File: src/rtl/riscv_pkg.sv
// Shared RISC-V core definitions: opcodes, ALUOp classes, control bundle.
package riscv_pkg;

   localparam int XLEN = 32;

   localparam logic [6:0] OPC_LOAD   = 7'b0000011;
   localparam logic [6:0] OPC_STORE  = 7'b0100011;
   localparam logic [6:0] OPC_RTYPE  = 7'b0110011;
   localparam logic [6:0] OPC_BRANCH = 7'b1100011;
   localparam logic [6:0] OPC_JAL    = 7'b1101111;
   localparam logic [6:0] OPC_ITYPE  = 7'b0010011;

   localparam logic [1:0] ALUOP_ADD = 2'b00;
   localparam logic [1:0] ALUOP_BR  = 2'b01;
   localparam logic [1:0] ALUOP_R   = 2'b10;
   localparam logic [1:0] ALUOP_I   = 2'b11;

   typedef struct packed {
      logic       branch;
      logic       memRead;
      logic       memtoReg;
      logic [1:0] ALUOp;
      logic       memWrite;
      logic       ALUSrc;
      logic       regWrite;
   } ctrl_t;

   // JAL has no rs1 operand; everything else reads rs1 (or ignores a harmless match).
   function automatic logic uses_rs1(input logic [6:0] opc);
      return opc != OPC_JAL;
   endfunction

   // Only R-type, stores and branches read rs2.
   function automatic logic uses_rs2(input logic [6:0] opc);
      return (opc == OPC_RTYPE) || (opc == OPC_STORE) || (opc == OPC_BRANCH);
   endfunction

endpackage

File: src/rtl/hazard_detect.sv
// Load-use hazard check of the ID instruction against the load in EX.
module hazard_detect
   import riscv_pkg::*;
(
   input  logic       ex_valid,
   input  logic       ex_memRead,
   input  logic [4:0] ex_rd,
   input  logic [6:0] id_opcode,
   input  logic [4:0] id_rs1,
   input  logic [4:0] id_rs2,
   output logic       haz
);

   logic rs1_hit, rs2_hit;

   // x0 never carries a dependency, so a load to x0 cannot stall.
   always_comb begin
      rs1_hit = uses_rs1(id_opcode) && (ex_rd == id_rs1);
      rs2_hit = uses_rs2(id_opcode) && (ex_rd == id_rs2);
      haz     = ex_valid && ex_memRead && (ex_rd != 5'd0) && (rs1_hit || rs2_hit);
   end

endmodule

File: src/rtl/id_ex_stage.sv
// ID/EX pipeline register with load-use stall, flush bubbles and downstream hold.
module id_ex_stage #(
   parameter int XLEN  = riscv_pkg::XLEN,
   parameter int CNT_W = 16
) (
   input  logic            clk,
   input  logic            rst_n,
   input  logic            id_valid,
   input  logic [6:0]      id_opcode,
   input  logic            id_branch,
   input  logic            id_memRead,
   input  logic            id_memtoReg,
   input  logic [1:0]      id_ALUOp,
   input  logic            id_memWrite,
   input  logic            id_ALUSrc,
   input  logic            id_regWrite,
   input  logic [XLEN-1:0] id_pc,
   input  logic [XLEN-1:0] id_rs1_data,
   input  logic [XLEN-1:0] id_rs2_data,
   input  logic [XLEN-1:0] id_imm,
   input  logic [4:0]      id_rs1,
   input  logic [4:0]      id_rs2,
   input  logic [4:0]      id_rd,
   input  logic [2:0]      id_funct3,
   input  logic            id_funct7_5,
   input  logic            hold_i,
   input  logic            flush_i,
   output logic            ex_valid,
   output logic            ex_branch,
   output logic            ex_memRead,
   output logic            ex_memtoReg,
   output logic [1:0]      ex_ALUOp,
   output logic            ex_memWrite,
   output logic            ex_ALUSrc,
   output logic            ex_regWrite,
   output logic [XLEN-1:0] ex_pc,
   output logic [XLEN-1:0] ex_rs1_data,
   output logic [XLEN-1:0] ex_rs2_data,
   output logic [XLEN-1:0] ex_imm,
   output logic [4:0]      ex_rs1,
   output logic [4:0]      ex_rs2,
   output logic [4:0]      ex_rd,
   output logic [2:0]      ex_funct3,
   output logic            ex_funct7_5,
   output logic            stall_o,
   output logic [CNT_W-1:0] bubble_cnt
);

   import riscv_pkg::*;

   typedef struct packed {
      logic            valid;
      ctrl_t           ctrl;
      logic [XLEN-1:0] pc;
      logic [XLEN-1:0] rs1_data;
      logic [XLEN-1:0] rs2_data;
      logic [XLEN-1:0] imm;
      logic [4:0]      rs1;
      logic [4:0]      rs2;
      logic [4:0]      rd;
      logic [2:0]      funct3;
      logic            funct7_5;
   } ex_t;

   ex_t             ex_d, ex_q, id_bun;
   logic            pend_flush_d, pend_flush_q;
   logic [CNT_W-1:0] cnt_d, cnt_q;
   logic            ins_bubble;
   logic            haz;

   hazard_detect u_haz (
      .ex_valid   (ex_q.valid),
      .ex_memRead (ex_q.ctrl.memRead),
      .ex_rd      (ex_q.rd),
      .id_opcode  (id_opcode),
      .id_rs1     (id_rs1),
      .id_rs2     (id_rs2),
      .haz        (haz)
   );

   // A killed (or already-killed) ID instruction must not freeze the front end.
   assign stall_o = id_valid & haz & ~flush_i & ~pend_flush_q;

   // Gather the ID bundle; an empty slot carries no control so it cannot act in EX.
   always_comb begin
      id_bun          = '0;
      id_bun.valid    = id_valid;
      if (id_valid) begin
         id_bun.ctrl.branch   = id_branch;
         id_bun.ctrl.memRead  = id_memRead;
         id_bun.ctrl.memtoReg = id_memtoReg;
         id_bun.ctrl.ALUOp    = id_ALUOp;
         id_bun.ctrl.memWrite = id_memWrite;
         id_bun.ctrl.ALUSrc   = id_ALUSrc;
         id_bun.ctrl.regWrite = id_regWrite;
      end
      id_bun.pc       = id_pc;
      id_bun.rs1_data = id_rs1_data;
      id_bun.rs2_data = id_rs2_data;
      id_bun.imm      = id_imm;
      id_bun.rs1      = id_rs1;
      id_bun.rs2      = id_rs2;
      id_bun.rd       = id_rd;
      id_bun.funct3   = id_funct3;
      id_bun.funct7_5 = id_funct7_5;
   end

   // Next-state: hold > flush (live or pending) > stall bubble > normal load.
   always_comb begin
      ex_d         = ex_q;
      pend_flush_d = pend_flush_q;
      cnt_d        = cnt_q;
      ins_bubble   = 1'b0;
      if (hold_i) begin
         if (flush_i) pend_flush_d = 1'b1;
      end else if (flush_i || pend_flush_q) begin
         ex_d         = '0;
         pend_flush_d = 1'b0;
         ins_bubble   = 1'b1;
      end else if (stall_o) begin
         ex_d       = '0;
         ins_bubble = 1'b1;
      end else begin
         ex_d = id_bun;
      end
      if (ins_bubble && (cnt_q != {CNT_W{1'b1}})) cnt_d = cnt_q + CNT_W'(1);
   end

   // Stage registers.
   always_ff @(posedge clk or negedge rst_n) begin
      if (!rst_n) begin
         ex_q         <= '0;
         pend_flush_q <= 1'b0;
         cnt_q        <= '0;
      end else begin
         ex_q         <= ex_d;
         pend_flush_q <= pend_flush_d;
         cnt_q        <= cnt_d;
      end
   end

   assign ex_valid    = ex_q.valid;
   assign ex_branch   = ex_q.ctrl.branch;
   assign ex_memRead  = ex_q.ctrl.memRead;
   assign ex_memtoReg = ex_q.ctrl.memtoReg;
   assign ex_ALUOp    = ex_q.ctrl.ALUOp;
   assign ex_memWrite = ex_q.ctrl.memWrite;
   assign ex_ALUSrc   = ex_q.ctrl.ALUSrc;
   assign ex_regWrite = ex_q.ctrl.regWrite;
   assign ex_pc       = ex_q.pc;
   assign ex_rs1_data = ex_q.rs1_data;
   assign ex_rs2_data = ex_q.rs2_data;
   assign ex_imm      = ex_q.imm;
   assign ex_rs1      = ex_q.rs1;
   assign ex_rs2      = ex_q.rs2;
   assign ex_rd       = ex_q.rd;
   assign ex_funct3   = ex_q.funct3;
   assign ex_funct7_5 = ex_q.funct7_5;
   assign bubble_cnt  = cnt_q;

endmodule
File: config.mk
export PLATFORM = sky130hd
export DESIGN_NAME = id_ex_stage
export DESIGN_NICKNAME = d
export VERILOG_FILES = /design/src/rtl/riscv_pkg.sv /design/src/rtl/hazard_detect.sv /design/src/rtl/id_ex_stage.sv
export SDC_FILE = /design/constraint.sdc
export NUM_CORES = 1
export LEC_CHECK = 0
export ABC_AREA = 1
export CORE_AREA = 2 2 132 134
export DETAILED_ROUTE_END_ITERATION = 8
export DIE_AREA = 0 0 134 136
export PLACE_DENSITY = 0.92
export SYNTH_ARGS = -nofsm -noshare
export SYNTH_HDL_FRONTEND = slang
export SYNTH_HIERARCHICAL = 1
export SYNTH_SLANG_ARGS = --single-unit
File: constraint.sdc
create_clock -name clk -period 4.6 [get_ports clk]
set_clock_uncertainty 0.15 [all_clocks]
set_input_delay 1.15 -clock clk [delete_from_list [all_inputs] [get_ports clk]]
set_output_delay 1.15 -clock clk [all_outputs]
set_load 0.1 [all_outputs]
# Word level (Yosys, flattened, before mapping)
# Cells that the tools add are included.
[word_totals] mem_bits_ro=0 mem_bits_rw=0 word_cells=55 latch_bits=0 out_inout_bits=173 n_memories=0 ff_bits=173
[op_classes] muxes=9 n_div=0 add_sub_neg=1 shift=0 eq_ne=8 magnitude_cmp=0 reduce_logical=13 bitwise=5 n_mul=0
[op_table] operator="$mux W156" count=2
[op_table] operator="$add A16 B1 Y16 const B" count=1
[op_table] operator="$ne A16 B16 Y1 const B" count=1
[op_table] operator="$eq A7 B6 Y1 const B" count=2
[op_table] operator="$eq A5 B5 Y1" count=2
[op_table] operator="$mux W8" count=1
[op_table] operator="$eq A7 B7 Y1 const B" count=1
[op_table] operator="$ne A7 B7 Y1 const B" count=1
[op_table] operator="$logic_and A1 B1 Y1" count=6
[op_table] operator="$mux W1" count=6
[op_table] operator="$reduce_bool A5 Y1" count=1
[op_table] operator="$logic_or A1 B1 Y1" count=4
[op_table] operator="$and A1 B1 Y1" count=3
[op_table] operator="$ne A2 B1 Y1 const B" count=1
[op_table] operator="$not A1 Y1" count=2
[op_table] operator="$reduce_and A2 Y1" count=1
[op_table] operator="$reduce_bool A2 Y1" count=1

# Logic depth before layout (Yosys ltp)
# Gate-level depths: netlist of the first run.
[logic_depth] word_depth=13 ltp_mapped=14 depth_no_buf=13

# Cells and area by module
# Netlist of the first run, hierarchy kept.
[modules_own_cells] mod="id_ex_stage" instances=1 area_each_um2=7164.4 cells_per_inst=821 seq_area_each_um2=4329.2
[modules_own_cells] mod="hazard_detect" instances=1 area_each_um2=227.7 cells_per_inst=48 seq_area_each_um2=0.0

# Worst setup path after synthesis of the first run
# OpenSTA, ideal clock, no wires.
[synth_timing] kind="input to output" startpoint="input port id_opcode[3]" endpoint="output port stall_o" arrival_ns=2.332 path_buffers=0 path_slack_ns=0.968 cell_stages=7 cell_sequence="nor3_1 -> nand2_1 -> nor2_1 -> nand2_1 -> a21oi_2 -> nand3_1 -> inv_1"
[synth_via] elab_chain_len=9 elab_cells_between_ends=13
[synth_rtl] element="start: declaration" line="id_ex_stage.sv:9" text="input logic [6:0] id_opcode,"
[synth_rtl] element="$eq A7 B6 Y1" line="riscv_pkg.sv:35" text="return (opc == OPC_RTYPE) || (opc == OPC_STORE) || (opc == OPC_BRANCH);"
[synth_rtl] element="$logic_or A1 B1 Y1 (2 in a row)" line="riscv_pkg.sv:35"
[synth_rtl] element="$logic_and A1 B1 Y1" line="hazard_detect.sv:19" text="rs2_hit = uses_rs2(id_opcode) && (ex_rd == id_rs2);"
[synth_rtl] element="$logic_or A1 B1 Y1 (*)" line="hazard_detect.sv:20" text="haz = ex_valid && ex_memRead && (ex_rd != 5'd0) && (rs1_hit || rs2_hit);"
[synth_rtl] element="$logic_and A1 B1 Y1 (*)" line="hazard_detect.sv:20"
[synth_rtl] element="via haz" line="id_ex_stage.sv:69" text="logic haz;"
[synth_rtl] element="$and A1 B1 Y1 (*) (3 in a row)" line="id_ex_stage.sv:82" text="assign stall_o = id_valid & haz & ~flush_i & ~pend_flush_q;"
[synth_rtl] element="end: declaration" line="id_ex_stage.sv:45" text="output logic stall_o,"
# The timed path passes the listed nets; every way through them passes the cells marked *.

# Worst setup path after layout of the first run
[layout_timing] startpoint="input port id_opcode[0]" endpoint="output port stall_o"
# Same word-level chain as after synthesis.

==> results of run 1 <==
metrics by stage:
step | hold slack [ps] | area [µm²] | std cells | util (%) | power (mW)
finish | 333 | 11600 | 1420 | 68.5 | 4.91
global route | 361 | 11600 | 1420 | 68.5 | 5.09
CTS | 339 | 11600 | 1420 | 68.5 | 4.94
detailed placement | 322 | 10900 | 1388 | 64.8 | 3.41
global placement | 314 | 10900 | 1388 | 64.8 | 3.38
floorplan | 325 | 7390 | 869 | - | 2.88
where the power goes:
group	leakage (nW)	switching (mW)	internal (mW)	total [mW]
sequential	2.31	0.107	1.64	1.75
clock	0.303	0.622	0.904	1.53
combinational	2.44	1.21	0.418	1.63
cell families after synthesis:
kind of cell	synth area share [%]
simple gates	23.3
buf+inv	4.55
flops	58.6
compound gates	11.8
xor+xnor	1.66
fa+ha+maj	0.169
routing by layer:
metal / GRT usage, % / vias to the layer above / share of wire, %
li1: - / 3391 / -
met3: 8.76 / 54 / 9.8
met2: 42.4 / 329 / 49
met5: 0 / - / 0
met1: 29.2 / 3365 / 37
met4: 11.8 / 0 / 3.6
layout make-up:
type	count	share of cell area (%)
multi-input cells	616	23.6
flip-flops and latches	173	37.4
repair buffers	345	30.1
inverters	29	0.963
well taps	225	2.43
clock inverters	12	1.37
clock buffers	20	4.04
final timing paths:
kind                                   to  slack, ps         start
setup / recovery                  stall_o        580  id_opcode[0]
hold / removal                ex_ALUOp[0]        330   ex_ALUOp[0]
setup reg to reg                ex_pc[20]       2130      ex_rd[4]
hold reg to reg               ex_ALUOp[0]        330   ex_ALUOp[0]
max in group asynchronous       ex_pc[21]       2680         rst_n
min in group asynchronous  bubble_cnt[15]        630         rst_n
flip-flops by register name (all words and copies together) (netlist names), 5 cells and up:
name and count:
ex_rs2_data 32, bubble_cnt 16, ex_rs1_data 32, ex_rs2 5, ex_rd 5, ex_rs1 5
ex_pc 32, ex_imm 32
layout by cell type, fill, tap and decap left out:
cell and count:
clkdlybuf4s50_1 336, nor2_2 5, nand4_1 6, clkinv_2 2
inv_6 3, xnor2_1 10, o21ai_1 4, buf_4 4
a21oi_2 1, o21ai_2 5, nand3_1 10, nand2_1 380
nor3_1 3, nand2_4 3, nand2_2 2, o21bai_4 1
ha_1 1, nor2_4 2, nand3_2 1, inv_1 27
o21ai_0 156, inv_2 1, clkbuf_16 17, buf_12 4
inv_4 1, bufinv_16 3, clkinv_4 2, xor2_1 4
nor2_1 21, clkinvlp_4 2, buf_6 1, and2_1 1
dfrtp_1 173, clkbuf_8 3
worst min-delay path, cell delays in order (launching register included):
cell and delay, ps:
dfrtp_1 340, nand2_1 50, o21ai_0 60
==> qor.yml, run 1 <==
cp-start-kind: "input pin"
rsz0062_at_grt: "false"
row_count: 48
grt_max_degree: 97
post_drt_wl_per_cell_um: 16.2
die_y_um: 136
io_pins: 340
numCtsBuffers: 17
cts_root_buf: "clkbuf_16"
critPathTopFamily: "buffers and inverters"
grtUsageTotal_pct: 25.3
slowest_stage: "clkdlybuf4s50_1"
final_hold_viol_count: 0
synthTopCellsByCount: "nand2_1, dfrtp_1, o21ai_0, clkbuf_1, inv_1"
first_iter_violations: 478
multiInputGateArea_mm2: 0.00273
max-vdd-ir-drop_uv: 261
via_per_inst: 5.03
hold_class: "register to register"
path_depth: 10
drc: 0
ys.flop_type: "dfrtp_1"
p_per_area_mw_per_mm2: 424
yosysSeqAreaShare_pct: 58.6
cp_common_cell: "nand2_1"
status: "finished clean"
synth-seq-cells: 173
cts.path.max_buffers: 2
first_pass_iters: 7
drt-total-wl_mm: 23.0
worst_pin_slew_ps: 1030
postSynthAreaPerCell_um2: 8.51
crit_required_ps: 3300
min_period_ps: 4020
portBuffers: 339
critPathArrivalTime_ps: 2720
clk_latency_ps: 430
synth_top_area_share_pct: 58.6
critPathKind: "input pin to output port"
synthTopCellsByArea: "dfrtp_1, nand2_1, o21ai_0, clkbuf_1, inv_1"
grt_pass1_wl_mm: 35.9
cp_max_fo: 2
crit_chain: "clkdlybuf4s50_1, nand2_1, nor2_1, nand2_1, nor2_1, nand2_1, a21oi_2, nand3_1, inv_1, buf_12"
dieArea_mm2: 0.0182
crit_path_max_incr_delay_ps: 470
seq_area_mm2: 0.00433
fin_ws_ps: 577
fmax_ghz: 0.249
setup-violations-final: 0
finalCritPeriodShare_pct: 87.5
finalNetCount: 1350
syn_area_mm2: 0.00739
syn2layout_area_growth_pct: 56.4
yosysUniqueCellTypes: 26
overflow: 0
syn-num-nets: 1037
clk_pin_slew_ps: 60
detail-route-antenna-nets: 0
end_kind: "output port"
post_cts_buffers: 0
cts_hold_buf: 0
drv_cap: 0
synthArstFlopShare_pct: 100
yosysMostFrequentCell: "nand2_1"
dp_hpwl_mm: 16.1
place_congestion: 0.858
initial_core_util_pct: 43.8
hold_path_depth: 2
ctsResizeCount: 0
numClockSinks: 173
die_x_um: 134
n_fill_cell: 1226
drive_above_1_share_pct: 5.27
p_leak_nw: 5.04
critPathBufInv: 3
synthCells: 869
cts_tree: "built"
first_global_vias: 7031
synth_edf_count: 0
yosys.area.top_type: "dfrtp_1"
h-tree-depth: 4
ff2ff_path_depth: 9
slew_headroom_pct: 31.0
antenna_found_initial: 0
vias: 7139
tns_ps: 0
coreArea_mm2: 0.0169
ys_warn_count: 6
antenna_cells: 0
slew_violations: 0
place_ws_ps: 574
Note: power is estimated with default switching activity, not from simulation.
==> run 2: changes to the inputs <==
--- a/config.mk
+++ b/config.mk
@@ -6,10 +6,12 @@
 export NUM_CORES = 1
 export LEC_CHECK = 0
 export ABC_AREA = 1
-export CORE_AREA = 2 2 132 134
+export CAP_MARGIN = 20
+export CORE_MARGIN = 4
+export CORE_UTILIZATION = 45
+export CTS_CLUSTER_SIZE = 14
 export DETAILED_ROUTE_END_ITERATION = 8
-export DIE_AREA = 0 0 134 136
-export PLACE_DENSITY = 0.92
+export PLACE_DENSITY = 0.93
 export SYNTH_ARGS = -nofsm -noshare
 export SYNTH_HDL_FRONTEND = slang
 export SYNTH_HIERARCHICAL = 1
==> run 2 against run 1 <==
Flip-flop and latch count unchanged; first-iteration DRC count is 13% higher; die area increased by 1.7%; highest routed layer unchanged; sequential share of layout area grew 0.22 points; combinational power is essentially flat; critical path depth unchanged; non-clock buffer count increased by 1; cell area is 0.59% lower; final cell count down 0.56%.
==> qor.yml, run 2 (synthesis gave the netlist of run 1 again) <==
drive_above_1_share_pct: 5.27
post_drt_wl_per_cell_um: 17.2
tns_ps: 0
critPathKind: "input pin to output port"
p_leak_nw: 5.01
fin_cells: 1412
h-tree-depth: 4
final_hold_viol_count: 0
seq_area_mm2: 0.00433
n_fill_cell: 1114
portBuffers: 339
cp_common_cell: "nand2_1"
syn2layout_area_growth_pct: 55.5
grt_pass1_wl_mm: 37.4
numPlacedInstances: 1380
drc: 0
end_kind: "output port"
multiInputGateArea_mm2: 0.00273
dp_hpwl_mm: 17.7
numCtsBuffers: 17
antenna_cells: 0
place_ws_ps: 518
wl_met3_mm: 2.53
clk_latency_ps: 420
min_period_ps: 4070
wl_met2_mm: 11.8
setup-violations-final: 0
max-vdd-ir-drop_uv: 295
sw_frac_of_total_pct: 41.0
p_per_area_mw_per_mm2: 416
rsz0062_at_grt: "false"
drt-total-wl_mm: 24.2
fin_ws_ps: 531
combPwrFrac_pct: 34.3
worst_pin_slew_ps: 1030
die_y_um: 136
overflow: 0
row_count: 46
via_per_inst: 5.07
post_cts_buffers: 0
crit_path_max_incr_delay_ps: 460
drv_cap: 0
first_iter_violations: 538
cp-start-kind: "input pin"
crit_required_ps: 3300
cts_tree: "built"
grtUsageTotal_pct: 26.0
p_int_mw: 2.82
final_cell_area_mm2: 0.0115
dieArea_mm2: 0.0185
p_clk_share_pct: 29.1
cts_root_buf: "clkbuf_16"
hold_class: "register to register"
drt-met1-wl_mm: 8.80
first_global_vias: 7301
crit_chain: "clkdlybuf4s50_1, nand2_1, nor2_1, nand2_1, nor2_1, nand2_1, a21oi_2, nand3_1, inv_1, buf_12"
coreArea_mm2: 0.0160
grt_max_degree: 157
vias: 7161
fmax_ghz: 0.246
p_seq_share_pct: 36.6
detail-route-antenna-nets: 0
first_pass_iters: 5
die_x_um: 136
layout_common_cells: "nand2_1, clkdlybuf4s50_1, dfrtp_1"
critPathArrivalTime_ps: 2770
cts_hold_buf: 0
numClockSinks: 173
io_pins: 340
slowest_stage: "clkdlybuf4s50_1"
routed.top_layer: "met4"
layout_commonest_cell: "nand2_1"
slew_violations: 0
place_congestion: 0.823
status: "finished clean"
clk_pin_slew_ps: 70
place_area_mm2: 0.0109
power_mw: 4.78
antenna_found_initial: 0
cts.path.max_buffers: 2
switchingPower_mw: 1.96
cp_max_fo: 2
slew_headroom_pct: 30.9
ctsResizeCount: 0
initial_core_util_pct: 46.2
finalCritPeriodShare_pct: 88.5
finalNetCount: 1351
run 2: power groups by stage:
stage | Sequential, mW | Clock, mW | Combinational [mW]
floorplan | 2.65 | 0 | 0.228
global placement | 1.77 | 0 | 1.62
detailed placement | 1.77 | 0 | 1.64
CTS | 1.75 | 1.42 | 1.65
global route | 1.77 | 1.48 | 1.71
finish | 1.75 | 1.39 | 1.64
run 2: metrics by stage:
stage	utilization (%)	hold slack, ps
global route	71.8	353
CTS	71.8	338
floorplan	-	325
finish	71.8	331
global placement	68.3	314
detailed placement	68.3	322
run 2: layout make-up:
cell class	count	area share [%]
Timing Repair Buffer	346	30.4
Multi-Input combinational cell	616	23.8
Clock buffer	18	3.73
Sequential cell	173	37.7
Inverter	29	0.969
Clock inverter	14	1.14
Tap cell	216	2.35
run 2: metal layers:
| metal | vias to the layer above | GRT usage, % |
|---|---|---|
| li1 | 3381 | - |
| met1 | 3406 | 28.9 |
| met2 | 307 | 43.5 |
| met3 | 67 | 10.3 |
| met4 | 0 | 12.7 |
| met5 | - | 0 |
run 2: final timing paths:
kind	start	to	slack, ps	depth (start not counted)
max	id_opcode[0]	stall_o	530	10
min	ex_pc[6]	ex_pc[6]	330	2
max reg2reg	ex_rd[3]	bubble_cnt[3]	2080	12
min reg2reg	ex_pc[6]	ex_pc[6]	330	2
max in group asynchronous	rst_n	ex_imm[31]	2860	2
min in group asynchronous	rst_n	bubble_cnt[15]	550	1
run 2: critical path, delay by kind of cell:
family                 cells  cell delay (ps)
AND/OR/NAND/NOR            6              630
AO/OA/AOI/OAI              1              250
buffers and inverters      3              760
==> run 3: changes to the inputs <==
--- a/config.mk
+++ b/config.mk
@@ -8,10 +8,10 @@
 export ABC_AREA = 1
 export CAP_MARGIN = 20
 export CORE_MARGIN = 4
-export CORE_UTILIZATION = 45
+export CORE_UTILIZATION = 38
 export CTS_CLUSTER_SIZE = 14
 export DETAILED_ROUTE_END_ITERATION = 8
-export PLACE_DENSITY = 0.93
+export PLACE_DENSITY = 0.85
 export SYNTH_ARGS = -nofsm -noshare
 export SYNTH_HDL_FRONTEND = slang
 export SYNTH_HIERARCHICAL = 1
==> constraint.sdc (replaced) <==
create_clock -name clk -period 3.3 [get_ports clk]
set_clock_uncertainty 0.15 [all_clocks]
set_input_delay 0.825 -clock clk [delete_from_list [all_inputs] [get_ports clk]]
set_output_delay 0.825 -clock clk [all_outputs]
set_load 0.1 [all_outputs]
==> run 3 against run 2 <==
First-iteration DRC count is 30% lower; hold slack got worse by 65 ps; die area grew 17%; utilization shrank 12 points; setup slack got worse by 440 ps; via count is 2.1% lower; critical path type unchanged; largest cell class unchanged; highest routed layer is now met5.
==> qor.yml, run 3 (synthesis gave the netlist of run 1 again) <==
layout_commonest_cell: "nand2_1"
finalCritPeriodShare_pct: 97.4
fin_ws_ps: 86.7
p_int_mw: 3.98
drt-total-wl_mm: 23.4
p_clk_share_pct: 30.4
numCtsBuffers: 17
cts_tree: "built"
hold_ws_ps: 267
cts.path.max_buffers: 2
first_pass_iters: 5
p_per_area_mw_per_mm2: 592
end_kind: "output port"
antenna_found_initial: 1
rrSetupSlack_ps: 950
die_y_um: 147
place_ws_ps: -144
min_period_ps: 3210
fin_cells: 1461
drc: 0
switchingPower_mw: 2.73
grt_max_degree: 157
final_util_pct: 60.0
slew_headroom_pct: 49.3
place_congestion: 0.823
cp_max_fo: 2
p_seq_share_pct: 36.4
drive_above_1_share_pct: 20.7
die_x_um: 147
coreArea_mm2: 0.0189
first_global_vias: 7030
worst_pin_slew_ps: 761
ff2ff_path_depth: 12
row_count: 50
finalNetCount: 1357
clk_pin_slew_ps: 70
via_per_inst: 4.80
slew_violations: 0
post_drt_wl_per_cell_um: 16.0
critPathKind: "input pin to output port"
portBuffers: 339
numClockSinks: 173
n_fill_cell: 1613
h-tree-depth: 4
drv_cap: 0
grt_pass1_wl_mm: 37.1
io_pins: 340
sw_frac_of_total_pct: 40.7
max-vdd-ir-drop_uv: 335
place_area_mm2: 0.0107
dieArea_mm2: 0.0217
tns_ps: 0
status: "finished clean"
critPathArrivalTime_ps: 2240
cp-start-kind: "input pin"
hold_class: "input pin to async pin"
final_cell_area_mm2: 0.0113
vias: 7008
numPlacedInstances: 1429
final_hold_viol_count: 0
clk_latency_ps: 420
setup-violations-final: 0
layout_common_cells: "nand2_1, buf_4, dfrtp_1"
syn2layout_area_growth_pct: 53.3
antenna_cells: 0
initial_core_util_pct: 39.1
power_mw: 6.70
rsz0062_at_grt: "false"
first_iter_violations: 376
p_leak_nw: 5.50
crit_required_ps: 2320
combPwrFrac_pct: 33.2
grtUsageTotal_pct: 21.2
cts_root_buf: "clkbuf_16"
detail-route-antenna-nets: 0
overflow: 0
dp_hpwl_mm: 16.7
fmax_ghz: 0.311
run 3: changes by cell type in the layout (fill, tap and decap cells not counted), sizes merged:
cell | before | now
buf | 10 | 188
bufinv | 1 | 2
clkdlybuf4s50 | 336 | 149
clkinv | 2 | 4
clkinvlp | 4 | 1
dlygate4sd2 | 0 | 4
dlymetal6s2s | 0 | 11
inv | 36 | 35
run 3: worst max-delay path, stage by stage:
cell             delay, ps
clkdlybuf4s50_1        460
xor2_1                 170
nor2_1                 110
nand2_1                100
a21oi_4                200
nand3_2                120
inv_2                   90
buf_12                 170
run 3: worst paths after layout:
| kind | start | endpoint |
|---|---|---|
| setup / recovery | id_rs1[2] | stall_o |
| hold / removal | rst_n | bubble_cnt[9] |
| setup reg to reg | ex_rd[3] | ex_pc[24] |
| hold reg to reg | ex_rs1_data[7] | ex_rs1_data[7] |
| max in group asynchronous | rst_n | ex_rs1[0] |
| min in group clk | ex_rs1_data[7] | ex_rs1_data[7] |
run 3: timing repair:
action,CTS,global route
hold buffers,0,0
endpoints found under the setup margin,1,1
gates resized for setup,9,15
pin swaps,1,10
setup buffers,0,1
run 3: routing by layer:
metal / vias to the layer above / routed length [µm] / track usage (%)
met5: - / 19 / 0
met4: 2 / 473 / 6.34
met2: 284 / 11700 / 36.7
met3: 33 / 2340 / 8.46
li1: 3395 / - / -
met1: 3294 / 8860 / 24.4
run 3: power by group through the flow:
stage	Sequential [mW]	Combinational, mW	Clock (mW)
after floorplan	3.70	0.318	0
after global placement	2.47	2.21	0
after detailed placement	2.48	2.24	0
after CTS	2.44	2.24	2.08
after global routing	2.47	2.32	2.17
final	2.44	2.22	2.04
run 3: layout make-up:
type / count / area [µm²] / area share, %
sequential: 173 / 4330 / 38.2
timing repair buffer: 352 / 3200 / 28.3
multi-input combinational: 616 / 2770 / 24.4
clock buffer: 18 / 439 / 3.88
tap: 260 / 325 / 2.87
clock inverter: 13 / 154 / 1.36
inverter: 29 / 111 / 0.983
